<file path="config.mk">
export PLATFORM = sky130hd
export DESIGN_NAME = prio_arbiter_n_flat
export DESIGN_NICKNAME = d
export VERILOG_FILES = /design/src/rtl/prio_arbiter_n_if.sv /design/src/rtl/prio_arbiter_n.sv /design/src/flat_wrapper.sv
export SDC_FILE = /design/constraint.sdc
export NUM_CORES = 1
export LEC_CHECK = 0
export ABC_AREA = 1
export ABC_CLOCK_PERIOD_IN_PS = 2500
export BUFFER_PORTS_ARGS = -buffer_cell sky130_fd_sc_hd__clkbuf_2
export CORE_UTILIZATION = 42
export CTS_CLUSTER_SIZE = 28
export DETAILED_ROUTE_END_ITERATION = 16
export MAX_ROUTING_LAYER = met4
export PLACE_DENSITY = 0.65
export SLEW_MARGIN = 20
export SYNTH_ARGS = -nofsm -noshare
export SYNTH_HDL_FRONTEND = slang
export SYNTH_HIERARCHICAL = 1
export SYNTH_SLANG_ARGS = --single-unit
</file>
<file path="constraint.sdc">
create_clock -name clk -period 2.5 [get_ports clk]
set_input_delay 0.75 -clock clk [delete_from_list [all_inputs] [get_ports clk]]
set_output_delay 0.75 -clock clk [all_outputs]
set_load 0.1 [all_outputs]
</file>
<file path="src/rtl/prio_arbiter_n_if.sv">
// Request/grant bundle for prio_arbiter_n.
// The slave side is the arbiter. The master side drives the requests and consumes the grant.
interface prio_arbiter_n_if #(
    parameter int N = 8
);
    localparam int IDW = $clog2(N);

    logic [N-1:0]   req;
    logic           rr_en;
    logic           grant_ready;
    logic           grant_valid;
    logic [IDW-1:0] grant_id;
    logic [N-1:0]   grant_onehot;
    logic           error;

    modport master (
        output req, rr_en, grant_ready,
        input  grant_valid, grant_id, grant_onehot, error
    );

    modport slave (
        input  req, rr_en, grant_ready,
        output grant_valid, grant_id, grant_onehot, error
    );
endinterface

</file>
<file path="src/rtl/prio_arbiter_n.sv">
// N-way registered priority arbiter with a valid/ready grant.
// It runs in fixed-priority mode (highest index wins) or in round-robin mode.
// In round-robin mode the search runs descending from ptr and wraps around.

// Per-requester qualifier: is this request at or below the search pointer?
module prio_arbiter_n_lane #(
    parameter int IDW = 3,
    parameter int IDX = 0
) (
    input  logic [IDW-1:0] ptr,
    input  logic           req_bit,
    output logic           hi_bit
);
    assign hi_bit = req_bit && (IDW'(IDX) <= ptr);
endmodule

module prio_arbiter_n #(
    parameter int N = 8
) (
    input  logic             clk,
    input  logic             rst,
    prio_arbiter_n_if.slave  bus
);
    localparam int IDW = $clog2(N);
    localparam logic [IDW-1:0] TOP = IDW'(N - 1);

    typedef enum logic {IDLE = 1'b0, GRANT = 1'b1} state_t;

    state_t         state_q, state_d;
    logic [IDW-1:0] ptr_q, ptr_d, ptr_eff;
    logic [IDW-1:0] id_q, id_d, win_id;
    logic [N-1:0]   oh_q, oh_d;
    logic           vld_q, vld_d;
    logic           err_q, err_d;
    logic           accept;
    logic           decide;
    logic [N-1:0]   req_hi;

    // Highest set index of a vector. An all-zero vector is never looked at, because callers check it first.
    function automatic logic [IDW-1:0] hi_idx(input logic [N-1:0] v);
        logic [IDW-1:0] r;
        r = '0;
        for (int i = 0; i < N; i++)
            if (v[i]) r = IDW'(i);
        return r;
    endfunction

    assign accept = vld_q && bus.grant_ready;

    // Pointer as seen by this cycle's decision.
    // On an acceptance in round-robin mode, the accepted id drops to lowest priority immediately.
    // This lets a back-to-back grant rotate without a bubble.
    always_comb begin
        ptr_eff = ptr_q;
        if (accept && bus.rr_en)
            ptr_eff = (id_q == '0) ? TOP : id_q - 1'b1;
    end

    // The round-robin search is split in two: requests at or below ptr first, then the wrap-around.
    // The highest qualified index wins inside each half.
    for (genvar g = 0; g < N; g++) begin : g_lane
        prio_arbiter_n_lane #(.IDW(IDW), .IDX(g)) u_lane (
            .ptr     (ptr_eff),
            .req_bit (bus.req[g]),
            .hi_bit  (req_hi[g])
        );
    end

    // Winner selection: the masked search when round-robin finds a hit, otherwise plain highest index.
    always_comb begin
        win_id = hi_idx(bus.req);
        if (bus.rr_en && (|req_hi))
            win_id = hi_idx(req_hi);
    end

    // Next-state and next-output logic. Every output holds unless a decision is made.
    always_comb begin
        state_d = state_q;
        ptr_d   = ptr_q;
        id_d    = id_q;
        oh_d    = oh_q;
        vld_d   = vld_q;
        err_d   = err_q;
        decide  = 1'b0;

        case (state_q)
            IDLE:    decide = 1'b1;
            GRANT:   decide = accept;
            default: decide = 1'b0;
        endcase

        if (decide) begin
            ptr_d = ptr_eff;
            if (|bus.req) begin
                state_d = GRANT;
                vld_d   = 1'b1;
                id_d    = win_id;
                err_d   = 1'b0;
                for (int i = 0; i < N; i++)
                    oh_d[i] = (win_id == IDW'(i));
            end else begin
                // No requester: drop the grant.
                // grant_id keeps its last value for observability.
                state_d = IDLE;
                vld_d   = 1'b0;
                oh_d    = '0;
                err_d   = 1'b1;
            end
        end
    end

    // State and output registers. Reset is synchronous.
    always_ff @(posedge clk) begin
        if (rst) begin
            state_q <= IDLE;
            ptr_q   <= TOP;
            id_q    <= '0;
            oh_q    <= '0;
            vld_q   <= 1'b0;
            err_q   <= 1'b0;
        end else begin
            state_q <= state_d;
            ptr_q   <= ptr_d;
            id_q    <= id_d;
            oh_q    <= oh_d;
            vld_q   <= vld_d;
            err_q   <= err_d;
        end
    end

    assign bus.grant_valid  = vld_q;
    assign bus.grant_id     = id_q;
    assign bus.grant_onehot = oh_q;
    assign bus.error        = err_q;
endmodule

</file>
<file path="src/flat_wrapper.sv">
// flat-port wrapper written by rule: the top's interface ports become plain ports
module prio_arbiter_n_flat 
#(
    parameter int N = 8
)
  (clk, rst, bus_req, bus_rr_en, bus_grant_ready, bus_grant_valid, bus_grant_id, bus_grant_onehot, bus_error);
  prio_arbiter_n_if #(.N(N)) bus_i ();
  input  logic clk;
  input  logic rst;
  input wire logic [$bits(bus_i.req)-1:0] bus_req;
  input wire logic [$bits(bus_i.rr_en)-1:0] bus_rr_en;
  input wire logic [$bits(bus_i.grant_ready)-1:0] bus_grant_ready;
  output wire logic [$bits(bus_i.grant_valid)-1:0] bus_grant_valid;
  output wire logic [$bits(bus_i.grant_id)-1:0] bus_grant_id;
  output wire logic [$bits(bus_i.grant_onehot)-1:0] bus_grant_onehot;
  output wire logic [$bits(bus_i.error)-1:0] bus_error;
  assign bus_i.req = bus_req;
  assign bus_i.rr_en = bus_rr_en;
  assign bus_i.grant_ready = bus_grant_ready;
  assign bus_grant_valid = bus_i.grant_valid;
  assign bus_grant_id = bus_i.grant_id;
  assign bus_grant_onehot = bus_i.grant_onehot;
  assign bus_error = bus_i.error;
  prio_arbiter_n #(.N(N)) u_core (.clk(clk), .rst(rst), .bus(bus_i));
endmodule
</file>
### Yosys cells after proc, flatten, opt, wreduce, memory -nomap -nowiden

Index checks and enable logic that the tools add are counted.
Widths: inputs -> output; s select.

* flip-flop bits (word level): 16
* output and inout port bits: 13
* word-level logic and storage cells: 59

* $add $sub $neg: 1
* order comparisons: 8
* equal/unequal tests: 7
* mux-type cells: 21
* bitwise gates (word level): 1
* reduce and logical (&&, ||, !) cells: 16

Operator list (count)
* $mux 3: 11
* $reduce_or 8->1: 2
* $eq 3x3->1 const B: 4
* $le 3x3->1 const A: 4
* $logic_and 1x1->1: 11
* $mux 2: 4
* $mux 8: 1
* $eq 3x2->1 const B: 2
* $le 1x3->1 const A: 2
* $le 2x3->1 const A: 2
* $logic_not 3->1: 2
* $mux 1: 4
* $eq 3x1->1 const B: 1
* $sub 3x1->3 const B: 1
* $pmux 1 s2: 1
* $reduce_and 2->1: 1
* $not 1->1: 1

### Depth between registers and ports, before layout

* word-level depth: 15
* gate-level depth with buffers: 17
* mapped depth without buffers: 17

### Cells and area by module

The synthesis kept the hierarchy.

By module, submodules not included
* prio_arbiter_n: instances 1, cells each 134, area each 932.1 um2, sequential area each 320.3 um2
* prio_arbiter_n_lane (u_core.g_lane[2].u_lane ...): instances 3, cells each 3, area each 11.3 um2, sequential area each 0.0 um2
* prio_arbiter_n_lane (u_core.g_lane[3].u_lane): instances 1, cells each 4, area each 20.0 um2, sequential area each 0.0 um2
* prio_arbiter_n_lane (u_core.g_lane[1].u_lane): instances 1, cells each 4, area each 16.3 um2, sequential area each 0.0 um2
* prio_arbiter_n_lane (u_core.g_lane[6].u_lane): instances 1, cells each 3, area each 13.8 um2, sequential area each 0.0 um2
* prio_arbiter_n_lane (u_core.g_lane[4].u_lane): instances 1, cells each 2, area each 7.5 um2, sequential area each 0.0 um2
* prio_arbiter_n_lane (u_core.g_lane[0].u_lane): instances 1, cells each 1, area each 3.8 um2, sequential area each 0.0 um2

### Least setup slack after synthesis

No wires, ideal clock.

* kind: flip-flop to flip-flop
* start point: reg u_core.id_q[0], in the netlist u_core/bus.grant_id[0]
* end point: reg u_core.oh_q[2], in the netlist u_core/bus.grant_onehot[2]
* setup time: 0.070 ns
* arrival: 2.843 ns
* data required time: 2.430 ns
* path slack: -0.413 ns
* stages on the path, launching flop included: 15
* buffers on the path: 0
* clock period less this slack: 2.913 ns
* path through: dfxtp_1 > inv_1 > ha_1 > ha_1 > o21ai_1 > inv_1 > a21oi_2 > nor2_2 > nand2_1 > nand2_2 > nand2_4 > nand3_2 > nand2_4 > nand3_1 > a21oi_1

* elaborated cells between the ends (all ways): 32

RTL lines
* from (decl): RTL line prio_arbiter_n.sv:31 `logic [IDW-1:0] id_q, id_d, win_id;`
* from (signal assigned): RTL line prio_arbiter_n.sv:124 `id_q <= id_d;`
* $sub 3x1->3 / $logic_not 3->1 (equally long branches): RTL line prio_arbiter_n.sv:56 `ptr_eff = (id_q == '0) ? TOP : id_q - 1'b1;`
* $mux 3 *: RTL line prio_arbiter_n.sv:56
* $mux 3 *: RTL line prio_arbiter_n.sv:55 `if (accept && bus.rr_en)`
* via u_core.ptr_eff[2]: RTL line prio_arbiter_n.sv:30 `logic [IDW-1:0] ptr_q, ptr_d, ptr_eff;`
* $le 2x3->1 *: RTL line prio_arbiter_n.sv:14 `assign hi_bit = req_bit && (IDW'(IDX) <= ptr);`
* $logic_and 1x1->1 *: RTL line prio_arbiter_n.sv:14
* via u_core.req_hi[3]: RTL line prio_arbiter_n.sv:37 `logic [N-1:0] req_hi;`
* $mux 2: RTL line prio_arbiter_n.sv:44 `if (v[i]) r = IDW'(i);`
* $mux 3 (4 in a row): RTL line prio_arbiter_n.sv:44
* $mux 3 *: RTL line prio_arbiter_n.sv:72 `if (bus.rr_en && (|req_hi))`
* $eq 3x2->1 *: RTL line prio_arbiter_n.sv:100 `oh_d[i] = (win_id == IDW'(i));`
* $mux 8 *: RTL line prio_arbiter_n.sv:94 `if (|bus.req) begin`
* to (signal assigned): RTL line prio_arbiter_n.sv:125 `oh_q <= oh_d;`
* to (decl): RTL line prio_arbiter_n.sv:32 `logic [N-1:0] oh_q, oh_d;`

The timed path passes the listed nets; every way through them passes the cells marked *.
A chain may end at the register's enable or synchronous reset.

### Worst setup path in the final report

* start point: reg u_core.id_q[0], in the netlist u_core/bus.grant_id[0]
* end point: reg u_core.oh_q[0], in the netlist u_core/bus.grant_onehot[0]

* cells in the longest elaborated chain, start to end: 15
* elaborated cells between the ends (all ways): 32

RTL lines (RTL line)
* $sub 3x1->3 / $logic_not 3->1 (equally long branches): prio_arbiter_n.sv:56
* $mux 3 *: prio_arbiter_n.sv:56
* $mux 3 *: prio_arbiter_n.sv:55
* via u_core.ptr_eff[2]: prio_arbiter_n.sv:30
* $le 1x3->1 *: prio_arbiter_n.sv:14
* $logic_and 1x1->1 *: prio_arbiter_n.sv:14
* via u_core.req_hi[1]: prio_arbiter_n.sv:37
* $mux 1: prio_arbiter_n.sv:44
* $mux 2 (2 in a row): prio_arbiter_n.sv:44
* $mux 3 (4 in a row): prio_arbiter_n.sv:44
* $mux 3 *: prio_arbiter_n.sv:72
* $logic_not 3->1 *: prio_arbiter_n.sv:100
* $mux 8 *: prio_arbiter_n.sv:94

Marks and branches as above.

==> metrics.md <==
| Metric | Value |
|---|---|
| Status | finished, final reports clean |
| Fin crit period | roughly 2.3 ns |
| Met1 WL | ~1100 um |
| Startpoint class of the critical path | register |
| Area of the multi-input gates | 603.1 um2 |
| Cell Area, Synth | 0.001027 mm2 |
| # setup viols final | 0 |
| Worst Clk Skew | slightly above 0.001 ns |
| DR iter-0 viols | 26 |
| IO Port Bufs | 24 |
| Pwr dens | a little under 600 mW/mm2 |
| Antenna cells | 0 |
| Filler cells | ~240 |
| Drt pass-1 iters | 4 |
| Via count | 1041 |
| First-pass GRT wire length | 3905 um |
| Met3 wire length | ~120 um |
| Die Span Y | 51.46 um |
| DRC Markers | 0 |
| # Post-CTS Setup Buffers | 0 |
| Antenna-violating nets left | 0 |
| Max Cap Violations | 0 |
| Worst reg2reg path depth | 15 |
| Final period util | about nine tenths |
| Worst-path fanout max | 8 |
| Core area | roughly 0.0023 mm2 |
| Fmax | ~0.44 GHz |
| WHS | around 0.47 ns |
| Ports | 25 |
| Lkg Pwr | 0.6739 nW |
| Net count after synthesis | 171 |
| Final wirelength | ~2200 um |
| Highest Signal Layer | met4 |
| Worst Hold Depth | 2 |
| Die Wd | between 50 and 60 um |
| Distinct cells, synth | 21 |
| Max clock buf depth | 2 |
| Fin cells | 215 |
| Placed cell areas | approximately 0.0012 mm2 |
| Synth Warn # | 6 |
| Vias in the first global route | 964 |
| Register bit total from synthesis | 16 |
| Worst-Skew Late Latency | between 0.2 and 0.3 ns |
| Total grt overflow | 0 |
| Routed WL per cell | ~10 um |
| Clock root buffer | clkbuf_4 |
| Area grow syn2layout | 23.02% |
| HP Class | register to register |
| Layout cells sized above 1 | between 30% and 40% |
| CP Class | register to register |
| Worst Max-Slew Pin Slew | 0.5438 ns |
| Relative slew margins | 63.90% |
| Net count, final | slightly above 200 |
| WP data arrival | 2.50 ns |
| Met2 routed WL | about 1000 um |
| Final Util | roughly 56% |
| Register Area | 330.3 um2 |
| Die footprint | between 0.002 and 0.003 mm2 |
| CTS tree | built |
| RSZ-0062 raised after global routing | false |
| Clk pin slew, worst setup/hold paths | 0.09 ns |
| CTS H-tree lvls | 1 |
| Initial antenna violation count | 0 |
| Most common cell after layout, fill and taps aside | nand2_1 |
| Design area | 0.001264 mm2 |
| Largest net degree at the start of global routing | 15 |
| Critical Path RT | around 2.7 ns |
| CP endpoint kind | register |
| Hpwl dp | 1773 um |
| Sink Count | 16 |
| Placed Cells | 211 |
| GRT Total Usage | roughly a fifth |
| Number of buffers inserted by hold repair at cts | 0 |
| Most frequent cells in the layout | nand2_1 (39), inv_1 (27), clkbuf_2 (24) |
| Num CTS Buffers | 3 |
| Cells after Synth | 157 |
| Average cell area after synthesis | roughly 6.5 um2 |
| Final Hold Viols | 0 |
| Row count | 17 |
| Maximum VDD drop | about 0.48 mV |
| Placer Congestion | 0.8643 |
| Vias/cell | 4.842 |
| Seq/Total Area, Yosys | a little under a third |
| Slew Viols, Final | 0 |
| Starting Density | 45.56% |
metal layers:
layer	global-route usage [%]	up-vias
li1	-	547
met1	24.32	460
met2	33.55	32
met3	5.357	2
met4	4.054	0
met5	-	-
synth_stat cells:
cell type / n / area [um2]
o21ai_2: 1 / 8.760
dfxtp_1: 16 / 320.3
nand2_2: 5 / 31.28
nand2_4: 4 / 45.04
nand2_1: 39 / 146.4
ha_1: 2 / 25.02
nor2_4: 4 / 45.04
or2_1: 3 / 18.77
inv_1: 27 / 101.4
nor2_2: 7 / 43.79
inv_2: 2 / 7.510
clkbuf_1: 2 / 7.510
a21oi_2: 1 / 8.760
nor2_1: 12 / 45.04
nand4_1: 4 / 25.02
o21ai_0: 3 / 15.01
o21ai_1: 3 / 15.01
a21oi_1: 13 / 65.06
nand3_1: 7 / 35.03
nand3_2: 1 / 10.01
a211oi_1: 1 / 7.510
what timing repair did:
item | 4_1_cts | 5_1_grt
endpoints found under the hold margin | 0 | 0
gates resized for setup | 0 | 3
endpoints found under the setup margin | 0 | 8
cell families after synthesis:
group | synth area share (%)
flip-flops | 31.18
AO/OA/AOI/OAI | 11.69
adder cells (fa/ha/maj) | 2.436
AND/OR/NAND/NOR | 43.36
buffers and inverters | 11.33
power breakdown:
group          switching [mW]  internal, mW
logic                   0.223        0.0717
clock network          0.0770        0.0886
registers             0.00840         0.273
metrics by stage:
stage / setup slack [ns] / power, mW / setup TNS, ns
after global routing: 0.02343 / 0.7897 / 0
after detailed placement: -0.05317 / 0.5776 / -0.3052
after CTS: 0.1899 / 0.7439 / 0
final: 0.2082 / 0.7414 / 0
after floorplan: 0.08637 / 0.5190 / 0
after global placement: 0.01877 / 0.5734 / 0
critical path: stages (launching register included):
cell     delay [ns]
dfxtp_4        0.36
inv_1          0.05
ha_1           0.19
ha_1           0.27
o21ai_1        0.15
buf_4          0.17
inv_1          0.04
a21oi_1        0.19
nor2_1         0.07
nand2_1        0.08
nand2_2        0.09
nand2_4        0.11
nand3_2        0.15
nand2_4        0.11
nand3_1        0.07
a21oi_1        0.14
state kept, by name (all words and copies together) (netlist names):
| signal | count |
|---|---|
| u_core/bus.grant_id | 3 |
| u_core/ptr_q | 3 |
| u_core/bus.error | 1 |
| u_core/bus.grant_onehot | 8 |
| u_core/bus.grant_valid | 1 |
final timing paths:
path                                            startpoint                         end  slack [ns]
worst max-delay path                u_core/bus.grant_id[0]  u_core/bus.grant_onehot[0]        0.21
worst max register to register      u_core/bus.grant_id[0]  u_core/bus.grant_onehot[0]        0.21
worst min-delay path            u_core/bus.grant_onehot[5]  u_core/bus.grant_onehot[5]        0.47
worst min register to register  u_core/bus.grant_onehot[5]  u_core/bus.grant_onehot[5]        0.47
layout make-up:
cell class                 count  area share (%)
inverter                      29           8.614
tap                           28           2.772
multi-input combinational    110           47.72
timing repair buffer          28           11.88
sequential                    16           26.14
clock buffer                   4           2.871
(Power assumes the default switching activity.)
